==> config.mk <==
export PLATFORM = sky130hd
export DESIGN_NAME = key_onehot_capture_flat
export DESIGN_NICKNAME = d
export VERILOG_FILES = /design/src/rtl/key_onehot_capture_pkg.sv /design/src/rtl/key_onehot_capture_if.sv /design/src/rtl/key_onehot_capture_debounce.sv /design/src/rtl/key_onehot_capture.sv /design/src/flat_wrapper.sv
export SDC_FILE = /design/constraint.sdc
export NUM_CORES = 1
export LEC_CHECK = 0
export CAP_MARGIN = 20
export CORE_ASPECT_RATIO = 1.5
export CORE_UTILIZATION = 50
export CTS_CLUSTER_DIAMETER = 200
export DETAILED_ROUTE_END_ITERATION = 16
export PLACE_DENSITY = 0.71
export SLEW_MARGIN = 15
export SYNTH_ARGS = -nofsm -noshare
export SYNTH_HDL_FRONTEND = slang
export SYNTH_SLANG_ARGS = --single-unit
==> constraint.sdc <==
create_clock -name clk -period 4.57 [get_ports clk]
set_input_delay 0.6855 -clock clk [delete_from_list [all_inputs] [get_ports clk]]
set_output_delay 0.6855 -clock clk [all_outputs]
set_load 0.01 [all_outputs]
==> src/rtl/key_onehot_capture_pkg.sv <==
// key_pkg: shared key count, FSM state type and a small popcount helper
// used by the capture top and its interface.
package key_pkg;
  localparam int NUM_KEYS = 4;

  typedef enum logic [1:0] {
    IDLE  = 2'd0,
    HOLD  = 2'd1,
    ERROR = 2'd2
  } state_e;

  function automatic logic [2:0] popcount(input logic [NUM_KEYS-1:0] v);
    logic [2:0] n;
    n = '0;
    for (int i = 0; i < NUM_KEYS; i++) n = n + {2'b00, v[i]};
    return n;
  endfunction
endpackage

==> src/rtl/key_onehot_capture_if.sv <==
// key_onehot_capture_if: raw keys in, validated one-hot code out.
//  key_raw     raw asynchronous button levels (driven by master)
//  onehot      one-hot code of the held key, 0 when en=0
//  en          exactly one debounced key held
//  press_pulse one-cycle strobe when en rises
//  multi_err   high while a multi-key press is being rejected
interface key_onehot_capture_if;
  logic [key_pkg::NUM_KEYS-1:0] key_raw;
  logic [key_pkg::NUM_KEYS-1:0] onehot;
  logic                         en;
  logic                         press_pulse;
  logic                         multi_err;

  modport master (output key_raw, input onehot, en, press_pulse, multi_err);
  modport slave  (input key_raw, output onehot, en, press_pulse, multi_err);
endinterface

==> src/rtl/key_onehot_capture_debounce.sv <==
// key_debounce: 2-FF synchroniser, polarity normalisation and counter-based
// debounce for a single key.
//  clk, rst   clock, async active-high reset
//  raw_i      raw button level
//  stable_o   debounced level, 1 = pressed
//  rise_o     stable_o went 0->1 on the previous edge
module key_debounce #(
  parameter int DB_CYCLES      = 1000,
  parameter int CNT_W          = 10,
  parameter int KEY_ACTIVE_LOW = 1
) (
  input  logic clk,
  input  logic rst,
  input  logic raw_i,
  output logic stable_o,
  output logic rise_o
);
  localparam logic REL_LVL = (KEY_ACTIVE_LOW != 0);

  logic             s1_q, s2_q, stable_q, stable_d_q;
  logic [CNT_W-1:0] cnt_q;
  logic             pressed;

  // normalise after the synchroniser so pressed reads as 1
  assign pressed = s2_q ^ REL_LVL;

  always_ff @(posedge clk or posedge rst) begin
    if (rst) begin
      s1_q       <= REL_LVL;
      s2_q       <= REL_LVL;
      stable_q   <= 1'b0;
      stable_d_q <= 1'b0;
      cnt_q      <= '0;
    end else begin
      s1_q       <= raw_i;
      s2_q       <= s1_q;
      stable_d_q <= stable_q;
      if (pressed != stable_q) begin
        // level must disagree for DB_CYCLES consecutive edges to be taken
        if (cnt_q == CNT_W'(DB_CYCLES - 1)) begin
          stable_q <= pressed;
          cnt_q    <= '0;
        end else begin
          cnt_q <= cnt_q + 1'b1;
        end
      end else begin
        cnt_q <= '0;
      end
    end
  end

  assign stable_o = stable_q;
  assign rise_o   = stable_q & ~stable_d_q;
endmodule

==> src/rtl/key_onehot_capture.sv <==
// key_onehot_capture: debounces four keys and publishes a clean one-hot code
// plus enable only while exactly one key is held. Multi-key presses park the
// block in ERROR until every key is released.
//  clk, rst  clock, async active-high reset
//  kif       slave side of key_onehot_capture_if (key_raw in, registered outputs)
module key_onehot_capture
  import key_pkg::*;
#(
  parameter int DB_CYCLES      = 1000,
  parameter int CNT_W          = 10,
  parameter int KEY_ACTIVE_LOW = 1
) (
  input logic                  clk,
  input logic                  rst,
  key_onehot_capture_if.slave  kif
);
  logic [NUM_KEYS-1:0] stable, rise;
  state_e              state_q, state_d;
  logic [NUM_KEYS-1:0] onehot_q, onehot_d;
  logic                en_q, en_d, pulse_q, pulse_d, err_q, err_d;

  for (genvar k = 0; k < NUM_KEYS; k++) begin : g_db
    key_debounce #(
      .DB_CYCLES      (DB_CYCLES),
      .CNT_W          (CNT_W),
      .KEY_ACTIVE_LOW (KEY_ACTIVE_LOW)
    ) u_db (
      .clk      (clk),
      .rst      (rst),
      .raw_i    (kif.key_raw[k]),
      .stable_o (stable[k]),
      .rise_o   (rise[k])
    );
  end

  always_ff @(posedge clk or posedge rst) begin
    if (rst) begin
      state_q  <= IDLE;
      onehot_q <= '0;
      en_q     <= 1'b0;
      pulse_q  <= 1'b0;
      err_q    <= 1'b0;
    end else begin
      state_q  <= state_d;
      onehot_q <= onehot_d;
      en_q     <= en_d;
      pulse_q  <= pulse_d;
      err_q    <= err_d;
    end
  end

  always_comb begin
    state_d  = state_q;
    onehot_d = onehot_q;
    en_d     = en_q;
    pulse_d  = 1'b0;
    err_d    = err_q;
    case (state_q)
      IDLE: begin
        // accept only a lone rise with no other key already down
        if (popcount(rise) == 3'd1 && stable == rise) begin
          state_d  = HOLD;
          onehot_d = rise;
          en_d     = 1'b1;
          pulse_d  = 1'b1;
        end else if (rise != '0 && popcount(stable) > 3'd1) begin
          state_d = ERROR;
          err_d   = 1'b1;
        end
      end
      HOLD: begin
        if (stable == onehot_q) begin
          state_d = HOLD;
        end else if (stable == '0) begin
          state_d  = IDLE;
          onehot_d = '0;
          en_d     = 1'b0;
        end else begin
          // any other key seen, even alongside a release, is a multi-press
          state_d  = ERROR;
          onehot_d = '0;
          en_d     = 1'b0;
          err_d    = 1'b1;
        end
      end
      ERROR: begin
        if (stable == '0) begin
          state_d = IDLE;
          err_d   = 1'b0;
        end
      end
      default: begin
        state_d  = IDLE;
        onehot_d = '0;
        en_d     = 1'b0;
        err_d    = 1'b0;
      end
    endcase
  end

  assign kif.onehot      = onehot_q;
  assign kif.en          = en_q;
  assign kif.press_pulse = pulse_q;
  assign kif.multi_err   = err_q;
endmodule

==> src/flat_wrapper.sv <==
// flat-port wrapper written by rule: the top's interface ports become plain ports
module key_onehot_capture_flat import key_pkg::*;
#(
  parameter int DB_CYCLES      = 1000,
  parameter int CNT_W          = 10,
  parameter int KEY_ACTIVE_LOW = 1
)
  (clk, rst, kif_key_raw, kif_onehot, kif_en, kif_press_pulse, kif_multi_err);
  key_onehot_capture_if kif_i ();
  input logic clk;
  input logic rst;
  input wire logic [$bits(kif_i.key_raw)-1:0] kif_key_raw;
  output wire logic [$bits(kif_i.onehot)-1:0] kif_onehot;
  output wire logic [$bits(kif_i.en)-1:0] kif_en;
  output wire logic [$bits(kif_i.press_pulse)-1:0] kif_press_pulse;
  output wire logic [$bits(kif_i.multi_err)-1:0] kif_multi_err;
  assign kif_i.key_raw = kif_key_raw;
  assign kif_onehot = kif_i.onehot;
  assign kif_en = kif_i.en;
  assign kif_press_pulse = kif_i.press_pulse;
  assign kif_multi_err = kif_i.multi_err;
  key_onehot_capture #(.DB_CYCLES(DB_CYCLES), .CNT_W(CNT_W), .KEY_ACTIVE_LOW(KEY_ACTIVE_LOW)) u_core (.clk(clk), .rst(rst), .kif(kif_i));
endmodule
==> impl_metrics.csv, run 1 <==
group,metric,value,unit
outcome,outcome,"finished, final reports clean",
global_routing,antenna_found_initial,0,
timing,hold_viol_final,0,
route,viasPerCell,5.12,
timing,slew_headroom,0.618,
synth,synth_flop_cell,"dfrtp_1",
global_routing,grt_pass1_wl,8.62,mm
floorplan,die_x,65.4,um
critical_path,ff2ff_setup_slack,1720,ps
timing,setup_viol,0,
final_layout,multi_input_area,1300,um2
flow_run,drv_cap,0,
critical_path,critPathRequiredTime,4770,ps
power,p_comb_frac,0.035,
final_layout,syn_to_final_growth,12.3,%
worst_hold_path,hold_class,"reg2reg",
clocking,cts_buffers,9,
synth,synth_seq_area_share,0.544,
clocking,post-cts-setup-buffers,0,
final_layout,n_fill_cell,513,
synth,synthArstFlopShare,1.00,
route,firstDrtPassIters,4,
route,wl_per_cell,12.3,um
synth,synthesis.nets,301,
route,highest-signal-layer,"met4",
route,drtIter0Drc,86,
global_routing,grt_overflow,0,
synth,synth_area_per_cell,10.6,um2
final_layout,final_area,3380,um2
placement,globalplace.congestion,0.757,
critical_path,cp-end-kind,"flip-flop",
route,wl,4.67,mm
floorplan,die_area,6340,um2
placement,io_buffers,12,
final_layout,diodes,0,
critical_path,crit_path_start_kind,"flip-flop",
route,drc_errors,0,
synth,synth_cells,284,
timing,max_freq,351,MHz
clocking,cts_sinks,65,
placement,dp_hpwl,3.27,mm
final_layout,finish.utilization,0.585,
floorplan,die_h,97.0,um
synth,synth-edff-count,0,
floorplan,initial_core_util,0.520,
synth,syn-cell-area,3010,um2
critical_path,slowest_delay,470,ps
timing,slew_viol_final,0,
route,antenna_left,0,
synth,synth_cell_type_count,38,
route,drt-met1-wl,2.10,mm
critical_path,path_cells,"nand2b_1, inv_1, ha_1, inv_1, fa_1, inv_1, ha_1, nor4_1, nand3_2, a32oi_1, o31ai_1",
clocking,postCtsResizedCells,0,
timing,period_share,0.623,
placement,dp_slack,1720,ps
critical_path,slowest_stage,"dfrtp_1",
power,intPower,0.842,mW
power,p_per_area,319,nW/um2
power,swShare,0.219,
clocking,cts.reportedPaths.clkPinSlew,70,ps
power,p_clk_frac,0.410,
critical_path,crit_fanout,8,
power,pwr-share-seq,0.555,
final_layout,seq_area,1640,um2
route,wl_met3,103,um
floorplan,row_count,34,
critical_path,crit_type,"reg2reg",
floorplan,io_pins,13,
global_routing,grt_pass1_vias,2041,
clocking,cts_max_level,3,
floorplan,core_area,5790,um2
timing,grt_setup_unrepaired,"false",
route,wl_met2,2.39,mm
clocking,cts_hold_buf,0,
timing,tightest_slew,572,ps
critical_path,critPathArrivalTime,3040,ps
timing,worst_slack,1720,ps
timing,tns,0,ps
critical_path,crit_top_cell,"inv_1",
clocking,cts_tree,"done",
final_layout,layout-drive-gt1-share,0.0977,
power,p_leak,1.52,nW
power,power.switching,0.236,mW
final_layout,nNetsFinal,320,
critical_path,critPathBufInv,3,
clocking,root_buffer,"clkbuf_8",
timing,finalClockSkew,9.07,ps
global_routing,track_usage,0.178,
synth,ys_seq_elements,65,
timing,min_period,2850,ps
power,ir_drop,0.237,mV
global_routing,grt_max_degree,39,
route,routed-via-count,1940,
clocking,clk_latency,330,ps
clocking,clockBufferDepth,2,
critical_path,cpLargestDelayFamily,"adder cells",
power,fin_total_pwr,1.08,mW
synth,yosysWarnings,0,
placement,post_dp_cell_area,3200,um2
flip-flops by register name, indices dropped and copies added (netlist names):
signal	cells
u_core.state_q	2
u_core.kif.onehot	4
u_core.kif.multi_err	1
u_core.g_db.u_db.s1_q	4
u_core.kif.press_pulse	1
u_core.kif.en	1
u_core.g_db.u_db.stable_o	4
u_core.g_db.u_db.s2_q	4
u_core.g_db.u_db.cnt_q	40
u_core.g_db.u_db.stable_d_q	4
power groups by stage:
stage	Sequential, mW	Combinational (mW)	Clock, mW
detailed placement	0.609	0.0393	0
global route	0.599	0.0456	0.484
CTS	0.598	0.0397	0.456
global placement	0.608	0.0387	0
floorplan	0.607	0.0287	0
finish	0.598	0.0380	0.442
worst register-to-register path: stages (launching register included):
cell and delay [ps]:
dfrtp_1 470, nand2b_1 150, inv_1 60, ha_1 260, inv_1 50, fa_1 380
inv_1 60, ha_1 240, nor4_1 460, nand3_2 240, a32oi_1 250, o31ai_1 90
final cells by class:
| cell class | count | share of cell area |
|---|---|---|
| repair buffers | 13 | 0.0377 |
| clock inverters | 2 | 0.00370 |
| clock buffers | 13 | 0.0499 |
| well taps | 72 | 0.0266 |
| flip-flops and latches | 65 | 0.484 |
| inverters | 13 | 0.0144 |
| multi-input cells | 201 | 0.384 |
placed cells by master, fill, tap and decap left out, drive strengths merged, types with 5 or more instances in the layout:
master | synthesis | final
xor2 | 21 | 21
nor2 | 49 | 49
and3 | 5 | 5
inv | 13 | 13
nor3 | 11 | 11
ha | 10 | 10
o21ai | 7 | 7
nand3 | 9 | 9
clkbuf | 3 | 13
dfstp | 8 | 8
xnor2 | 19 | 19
nand2 | 21 | 21
nand4 | 7 | 7
nand2b | 9 | 9
dfrtp | 57 | 57
clkdlybuf4s50 | 0 | 12
layer usage:
metal  track usage  vias up
li1              -      983
met1         0.207      930
met2         0.290       20
met3        0.0495        7
met4        0.0970        0
met5             0        -
stage by stage:
| stage | hold WS [ps] | std cells |
|---|---|---|
| after global routing | 359 | 379 |
| after global placement | 347 | 364 |
| after floorplan | 345 | 284 |
| after detailed placement | 347 | 364 |
| final | 355 | 379 |
| after CTS | 356 | 379 |
cell families (layout without fill, tap and decap cells):
| family | count (synthesis) | in the layout | share of synthesized area |
|---|---|---|---|
| AO/OA/AOI/OAI | 20 | 20 | 0.0453 |
| XOR/XNOR | 40 | 40 | 0.116 |
| adder cells (fa/ha/maj) | 11 | 11 | 0.0482 |
| buffers and inverters | 18 | 41 | 0.0254 |
| flip-flops | 65 | 65 | 0.544 |
| multiplexers | 2 | 2 | 0.00665 |
| AND/OR/NAND/NOR | 128 | 128 | 0.214 |
synthesized netlist by cell type, drive strengths merged, types with 7 or more instances:
master | instances | share of area
dfrtp | 57 | 0.47
dfstp | 8 | 0.070
ha | 10 | 0.042
inv | 13 | 0.016
nand2 | 21 | 0.027
nand2b | 9 | 0.020
nand3 | 9 | 0.017
nand4 | 7 | 0.015
nor2 | 49 | 0.061
nor3 | 11 | 0.018
o21ai | 7 | 0.012
xnor2 | 19 | 0.055
xor2 | 21 | 0.061
path summary, 6_finish.rpt:
check | endpoint | cells after the start | from
max | u_core.kif.onehot[0]$_DFFE_PP0P_ | 11 | u_core.g_db[0].u_db.stable_o$_DFFE_PP0P_
min | u_core.g_db[3].u_db.s2_q$_DFF_PP1_ | 0 | u_core.g_db[3].u_db.s1_q$_DFF_PP1_
max reg2reg | u_core.kif.onehot[0]$_DFFE_PP0P_ | 11 | u_core.g_db[0].u_db.stable_o$_DFFE_PP0P_
min reg2reg | u_core.g_db[3].u_db.s2_q$_DFF_PP1_ | 0 | u_core.g_db[3].u_db.s1_q$_DFF_PP1_
max in group asynchronous | u_core.g_db[3].u_db.s2_q$_DFF_PP1_ | 3 | rst
min in group asynchronous | u_core.g_db[3].u_db.cnt_q[1]$_DFF_PP0_ | 2 | rst
No activity file was read; power rests on OpenSTA's default activity.
==> run 2, diff against run 1 <==
--- a/config.mk
+++ b/config.mk
@@ -10,7 +10,7 @@
 export CORE_UTILIZATION = 50
 export CTS_CLUSTER_DIAMETER = 200
 export DETAILED_ROUTE_END_ITERATION = 16
-export PLACE_DENSITY = 0.71
+export PLACE_DENSITY = 0.73
 export SLEW_MARGIN = 15
 export SYNTH_ARGS = -nofsm -noshare
 export SYNTH_HDL_FRONTEND = slang
==> constraint.sdc (replaced) <==
create_clock -name clk -period 2.4 [get_ports clk]
set_input_delay 0.36 -clock clk [delete_from_list [all_inputs] [get_ports clk]]
set_output_delay 0.36 -clock clk [all_outputs]
set_load 0.01 [all_outputs]
==> impl_metrics.csv, run 2 (synthesized netlist as in run 1, its figures left out) <==
group,metric,value,unit
placement,dp_slack,-69.8,ps
critical_path,ff2ff_setup_slack,30,ps
power,p_leak,1.57,nW
route,firstDrtPassIters,4,
route,wl,4.84,mm
outcome,outcome,"finished, final reports clean",
route,drt-met1-wl,2.12,mm
global_routing,grt_pass1_wl,8.74,mm
critical_path,cp-end-kind,"flip-flop",
timing,max_freq,422,MHz
clocking,clockBufferDepth,2,
final_layout,syn_to_final_growth,18.5,%
worst_hold_path,min-delay-start,"u_core.g_db[2].u_db.s1_q$_DFF_PP1_",
placement,placed_cells,371,
final_layout,n_fill_cell,486,
critical_path,crit_type,"reg2reg",
final_layout,multi_input_area,1370,um2
timing,worst_slack,32.1,ps
floorplan,initial_core_util,0.520,
power,p_comb_frac,0.035,
floorplan,die_area,6340,um2
timing,period_share,0.987,
global_routing,grt_pass1_vias,2029,
final_layout,final_cell_mix,"dfrtp_1 (56), nor2_1 (48), xor2_1 (21)",
flow_run,drv_cap,0,
floorplan,die_h,97.0,um
critical_path,critPathArrivalTime,2570,ps
route,drc_errors,0,
critical_path,r2r-start,"u_core.g_db[0].u_db.stable_o$_DFFE_PP0P_",
power,p_per_area,593,nW/um2
clocking,clk_latency,330,ps
route,wl_per_cell,12.4,um
global_routing,track_usage,0.182,
global_routing,grt_overflow,0,
clocking,cts_sinks,65,
critical_path,crit_path_start_kind,"flip-flop",
floorplan,row_count,34,
final_layout,largest_register_ffs,40,
route,wl_met3,154,um
worst_hold_path,worstHoldEndpoint,"u_core.g_db[2].u_db.s2_q$_DFF_PP1_",
final_layout,layout-drive-gt1-share,0.172,
route,drtIter0Drc,134,
clocking,cts.reportedPaths.clkPinSlew,70,ps
power,intPower,1.64,mW
global_routing,grt_max_degree,66,
route,antenna_left,0,
clocking,cts_max_level,3,
placement,io_buffers,12,
floorplan,die_x,65.4,um
timing,finalClockSkew,5.35,ps
global_routing,antenna_found_initial,0,
floorplan,core_area,5790,um2
power,p_clk_frac,0.426,
final_layout,nNetsFinal,331,
worst_hold_path,hold_depth,0,
power,ir_drop,0.357,mV
timing,slew_viol_final,0,
placement,globalplace.congestion,0.802,
power,fin_total_pwr,2.12,mW
power,power.switching,0.479,mW
final_layout,largest-register,"u_core.g_db.u_db.cnt_q",
power,swShare,0.227,
clocking,cts_buffers,9,
route,wl_met2,2.49,mm
clocking,root_buffer,"clkbuf_8",
timing,grt_setup_unrepaired,"true",
timing,hold_viol_final,0,
critical_path,r2r_end,"u_core.kif.onehot[0]$_DFFE_PP0P_",
route,routed-via-count,2021,
route,highest-signal-layer,"met4",
timing,min_period,2370,ps
final_layout,layout.cells.non_filler,391,
floorplan,io_pins,13,
placement,dp_hpwl,3.31,mm
clocking,cts_tree,"done",
critical_path,critPathRequiredTime,2610,ps
timing,slew_headroom,0.664,
worst_hold_path,hold_class,"reg2reg",
power,pwr-share-seq,0.538,
critical_path,crit_fanout,8,
final_layout,layout_commonest_cell,"dfrtp_1",
timing,setup_viol,0,
route,viasPerCell,5.17,
final_layout,diodes,0,
final_layout,seq_area,1640,um2
timing,tightest_slew,501,ps
critical_path,r2r_cells,11,
run 2: worst max path at each step:
| stage | start | end | slack, ps | depth (start not counted) |
|---|---|---|---|---|
| 2_1_floorplan | u_core.g_db[0].u_db.stable_o$_DFFE_PP0P_ | u_core.kif.onehot[0]$_DFFE_PP0P_ | 10 | 11 |
| 4_1_cts | u_core.g_db[0].u_db.stable_o$_DFFE_PP0P_ | u_core.kif.onehot[2]$_DFFE_PP0P_ | -30 | 11 |
| 6_report | u_core.g_db[0].u_db.stable_o$_DFFE_PP0P_ | u_core.kif.onehot[0]$_DFFE_PP0P_ | 30 | 11 |
| 3_3_place_gp | u_core.g_db[0].u_db.stable_o$_DFFE_PP0P_ | u_core.kif.onehot[0]$_DFFE_PP0P_ | 40 | 11 |
| 3_5_place_dp | u_core.g_db[0].u_db.stable_o$_DFFE_PP0P_ | u_core.kif.onehot[2]$_DFFE_PP0P_ | -70 | 11 |
| 5_1_grt | u_core.g_db[0].u_db.stable_o$_DFFE_PP0P_ | u_core.kif.onehot[2]$_DFFE_PP0P_ | -80 | 11 |
run 2: worst max-delay path, stage by stage (launching register included):
cell      delay, ps
dfrtp_2         420
nand2b_4         80
inv_2            40
ha_4            250
inv_2            30
fa_2            340
inv_2            70
ha_4            200
nor4_4          300
nand3_4         180
a32oi_1         230
o31ai_1          90
run 2: final cells by class:
type,instances,share of cell area
clock inverter,6,0.0189
multi-input combinational,201,0.385
inverter,13,0.0137
sequential,65,0.459
clock buffer,10,0.0358
timing repair buffer,24,0.0624
tap,72,0.0253
run 2: per-stage QoR:
stage	hold slack (ps)	setup TNS, ps	cell area (um2)	util
after CTS	358	-60.4	3510	0.606
after detailed placement	347	-164	3290	0.569
after global routing	361	-331	3570	0.617
after floorplan	345	0	3040	-
after global placement	346	0	3290	0.569
final	357	0	3570	0.617
run 2: what timing repair did:
action                                  CTS  global route
pin swaps                                 4             4
gates resized for setup                   2             9
endpoints found under the setup margin    4             7
hold buffers                              0             0
cloned                                    0             0
buffers inserted                          2             2
run 2: routing by layer:
layer  GRT usage  up-vias
li1            -     1007
met1       0.214      982
met2       0.302       26
met3      0.0566        6
met4      0.0702        0
met5           0        -
run 2: power by group through the flow:
| stage | sequential [mW] | clock (mW) | combinational (mW) |
|---|---|---|---|
| 2_1_floorplan | 1.16 | 0 | 0.0546 |
| 3_3_place_gp | 1.16 | 0 | 0.0761 |
| 3_5_place_dp | 1.16 | 0 | 0.0771 |
| 4_1_cts | 1.14 | 0.933 | 0.0773 |
| 5_1_grt | 1.14 | 0.990 | 0.0886 |
| 6_report | 1.14 | 0.902 | 0.0744 |
==> run 3, diff against run 2 <==
--- a/config.mk
+++ b/config.mk
@@ -15,3 +15,4 @@
 export SYNTH_ARGS = -nofsm -noshare
 export SYNTH_HDL_FRONTEND = slang
 export SYNTH_SLANG_ARGS = --single-unit
+export TNS_END_PERCENT = 1
==> impl_metrics.csv, run 3 (synthesized netlist as in run 1, its figures left out) <==
group,metric,value,unit
timing,period_share,0.987,
critical_path,r2r_cells,11,
power,pwr-share-seq,0.538,
placement,post_dp_cell_area,3290,um2
timing,setup_viol,0,
route,drc_errors,0,
worst_hold_path,hold_class,"reg2reg",
critical_path,critPathArrivalTime,2570,ps
power,power.switching,0.479,mW
final_layout,layout_commonest_cell,"dfrtp_1",
clocking,cts_sinks,65,
critical_path,crit_path_start_kind,"flip-flop",
power,p_per_area,593,nW/um2
final_layout,layout-drive-gt1-share,0.172,
flow_run,drv_cap,0,
final_layout,final_cell_mix,"dfrtp_1 (56), nor2_1 (48), xor2_1 (21)",
floorplan,die_h,97.0,um
outcome,outcome,"finished, final reports clean",
final_layout,diodes,0,
power,p_leak,1.57,nW
route,wl,4.84,mm
floorplan,die_area,6340,um2
timing,max_freq,422,MHz
floorplan,io_pins,13,
route,wl_per_cell,12.4,um
critical_path,crit_top_cell,"inv_2",
power,fin_total_pwr,2.12,mW
critical_path,critPathRequiredTime,2610,ps
clocking,cts.reportedPaths.clkPinSlew,70,ps
power,p_clk_frac,0.426,
final_layout,largest-register,"u_core.g_db.u_db.cnt_q",
critical_path,path_cells,"nand2b_4, inv_2, ha_4, inv_2, fa_2, inv_2, ha_4, nor4_4, nand3_4, a32oi_1, o31ai_1",
timing,finalClockSkew,5.35,ps
final_layout,nNetsFinal,331,
floorplan,initial_core_util,0.520,
final_layout,final_area,3570,um2
critical_path,slowest_delay,420,ps
placement,dp_hpwl,3.31,mm
clocking,root_buffer,"clkbuf_8",
placement,io_buffers,12,
clocking,clk_latency,330,ps
critical_path,r2r-start,"u_core.g_db[0].u_db.stable_o$_DFFE_PP0P_",
clocking,cts_max_level,3,
clocking,cts_buffers,9,
critical_path,slowest_stage,"dfrtp_2",
timing,slew_viol_final,0,
global_routing,track_usage,0.182,
route,routed-via-count,2021,
critical_path,ff2ff_setup_slack,30,ps
worst_hold_path,min-delay-start,"u_core.g_db[2].u_db.s1_q$_DFF_PP1_",
worst_hold_path,hold_depth,0,
route,firstDrtPassIters,4,
route,antenna_left,0,
final_layout,syn_to_final_growth,18.5,%
critical_path,critPathLaunch,"u_core.g_db[0].u_db.stable_o$_DFFE_PP0P_",
timing,min_period,2370,ps
timing,tns,0,ps
global_routing,grt_pass1_vias,2029,
timing,grt_setup_unrepaired,"true",
critical_path,crit_fanout,8,
floorplan,core_area,5790,um2
power,swShare,0.227,
route,drtIter0Drc,134,
power,intPower,1.64,mW
power,ir_drop,0.357,mV
critical_path,crit_type,"reg2reg",
global_routing,antenna_found_initial,0,
worst_hold_path,worstHoldEndpoint,"u_core.g_db[2].u_db.s2_q$_DFF_PP1_",
critical_path,cp-end-kind,"flip-flop",
clocking,clockBufferDepth,2,
placement,globalplace.congestion,0.802,
final_layout,n_fill_cell,486,
timing,tightest_slew,501,ps
final_layout,largest_register_ffs,40,
critical_path,r2r_end,"u_core.kif.onehot[0]$_DFFE_PP0P_",
timing,hold_viol_final,0,
critical_path,cpLargestDelayFamily,"adder cells",
clocking,cts_hold_buf,0,
power,p_comb_frac,0.035,
critical_path,critPathBufInv,3,
timing,slew_headroom,0.664,
global_routing,grt_max_degree,66,
clocking,cts_tree,"done",
route,viasPerCell,5.17,
global_routing,grt_overflow,0,
floorplan,die_x,65.4,um
floorplan,row_count,34,
global_routing,grt_pass1_wl,8.74,mm
run 3: cell counts in the layout (fill, tap and decap cells not counted):
No cell type changed its count.
run 3: worst max-delay path by stage:
stage                     slack [ps]                                to  cells past startpoint
after CTS                        -30  u_core.kif.onehot[2]$_DFFE_PP0P_                     11
final                             30  u_core.kif.onehot[0]$_DFFE_PP0P_                     11
after global routing             -80  u_core.kif.onehot[2]$_DFFE_PP0P_                     11
after global placement            40  u_core.kif.onehot[0]$_DFFE_PP0P_                     11
after detailed placement         -70  u_core.kif.onehot[2]$_DFFE_PP0P_                     11
after floorplan                   10  u_core.kif.onehot[0]$_DFFE_PP0P_                     11
run 3: metrics by stage:
stage | instances | hold WS, ps | setup slack [ps] | utilization
after floorplan | 284 | 345 | 11.3 | -
after global placement | 371 | 346 | 44.9 | 0.569
after detailed placement | 371 | 347 | -69.8 | 0.569
after CTS | 389 | 358 | -32.6 | 0.606
after global routing | 391 | 361 | -79.0 | 0.617
final | 391 | 357 | 32.1 | 0.617
run 3: layer usage:
layer / routed length, um / share of wire / global-route usage
met1: 2120 / 0.44 / 0.214
met4: 80 / 0.017 / 0.0702
met5: 0 / 0 / 0
met2: 2490 / 0.51 / 0.302
met3: 154 / 0.032 / 0.0566
run 3: cell type report:
cell class              instances  area, um2  share of cell area
clock buffers                  10        128              0.0358
clock inverters                 6       67.6              0.0189
inverters                      13       48.8              0.0137
multi-input cells             201       1370               0.385
flip-flops and latches         65       1640               0.459
well taps                      72       90.1              0.0253
repair buffers                 24        223              0.0624
run 3: power by group through the flow:
stage / clock network, mW / registers, mW / logic, mW
6_report: 0.902 / 1.14 / 0.0744
5_1_grt: 0.990 / 1.14 / 0.0886
4_1_cts: 0.933 / 1.14 / 0.0773
3_5_place_dp: 0 / 1.16 / 0.0771
3_3_place_gp: 0 / 1.16 / 0.0761
2_1_floorplan: 0 / 1.16 / 0.0546
run 3: repair_timing:
item / in CTS / in global routing
setup endpoints to repair: 4 / 7
pin swaps: 4 / 4
setup buffers: 2 / 2
gates resized for setup: 2 / 9
run 3: worst register-to-register path, delay by kind of cell (launching register included):
| family | cells | cell delay (ps) |
|---|---|---|
| and+or+nand+nor | 3 | 560 |
| DFF | 1 | 420 |
| buffers and inverters | 3 | 140 |
| AOI/OAI and AO/OA | 2 | 320 |
| adders and majority gates | 3 | 790 |
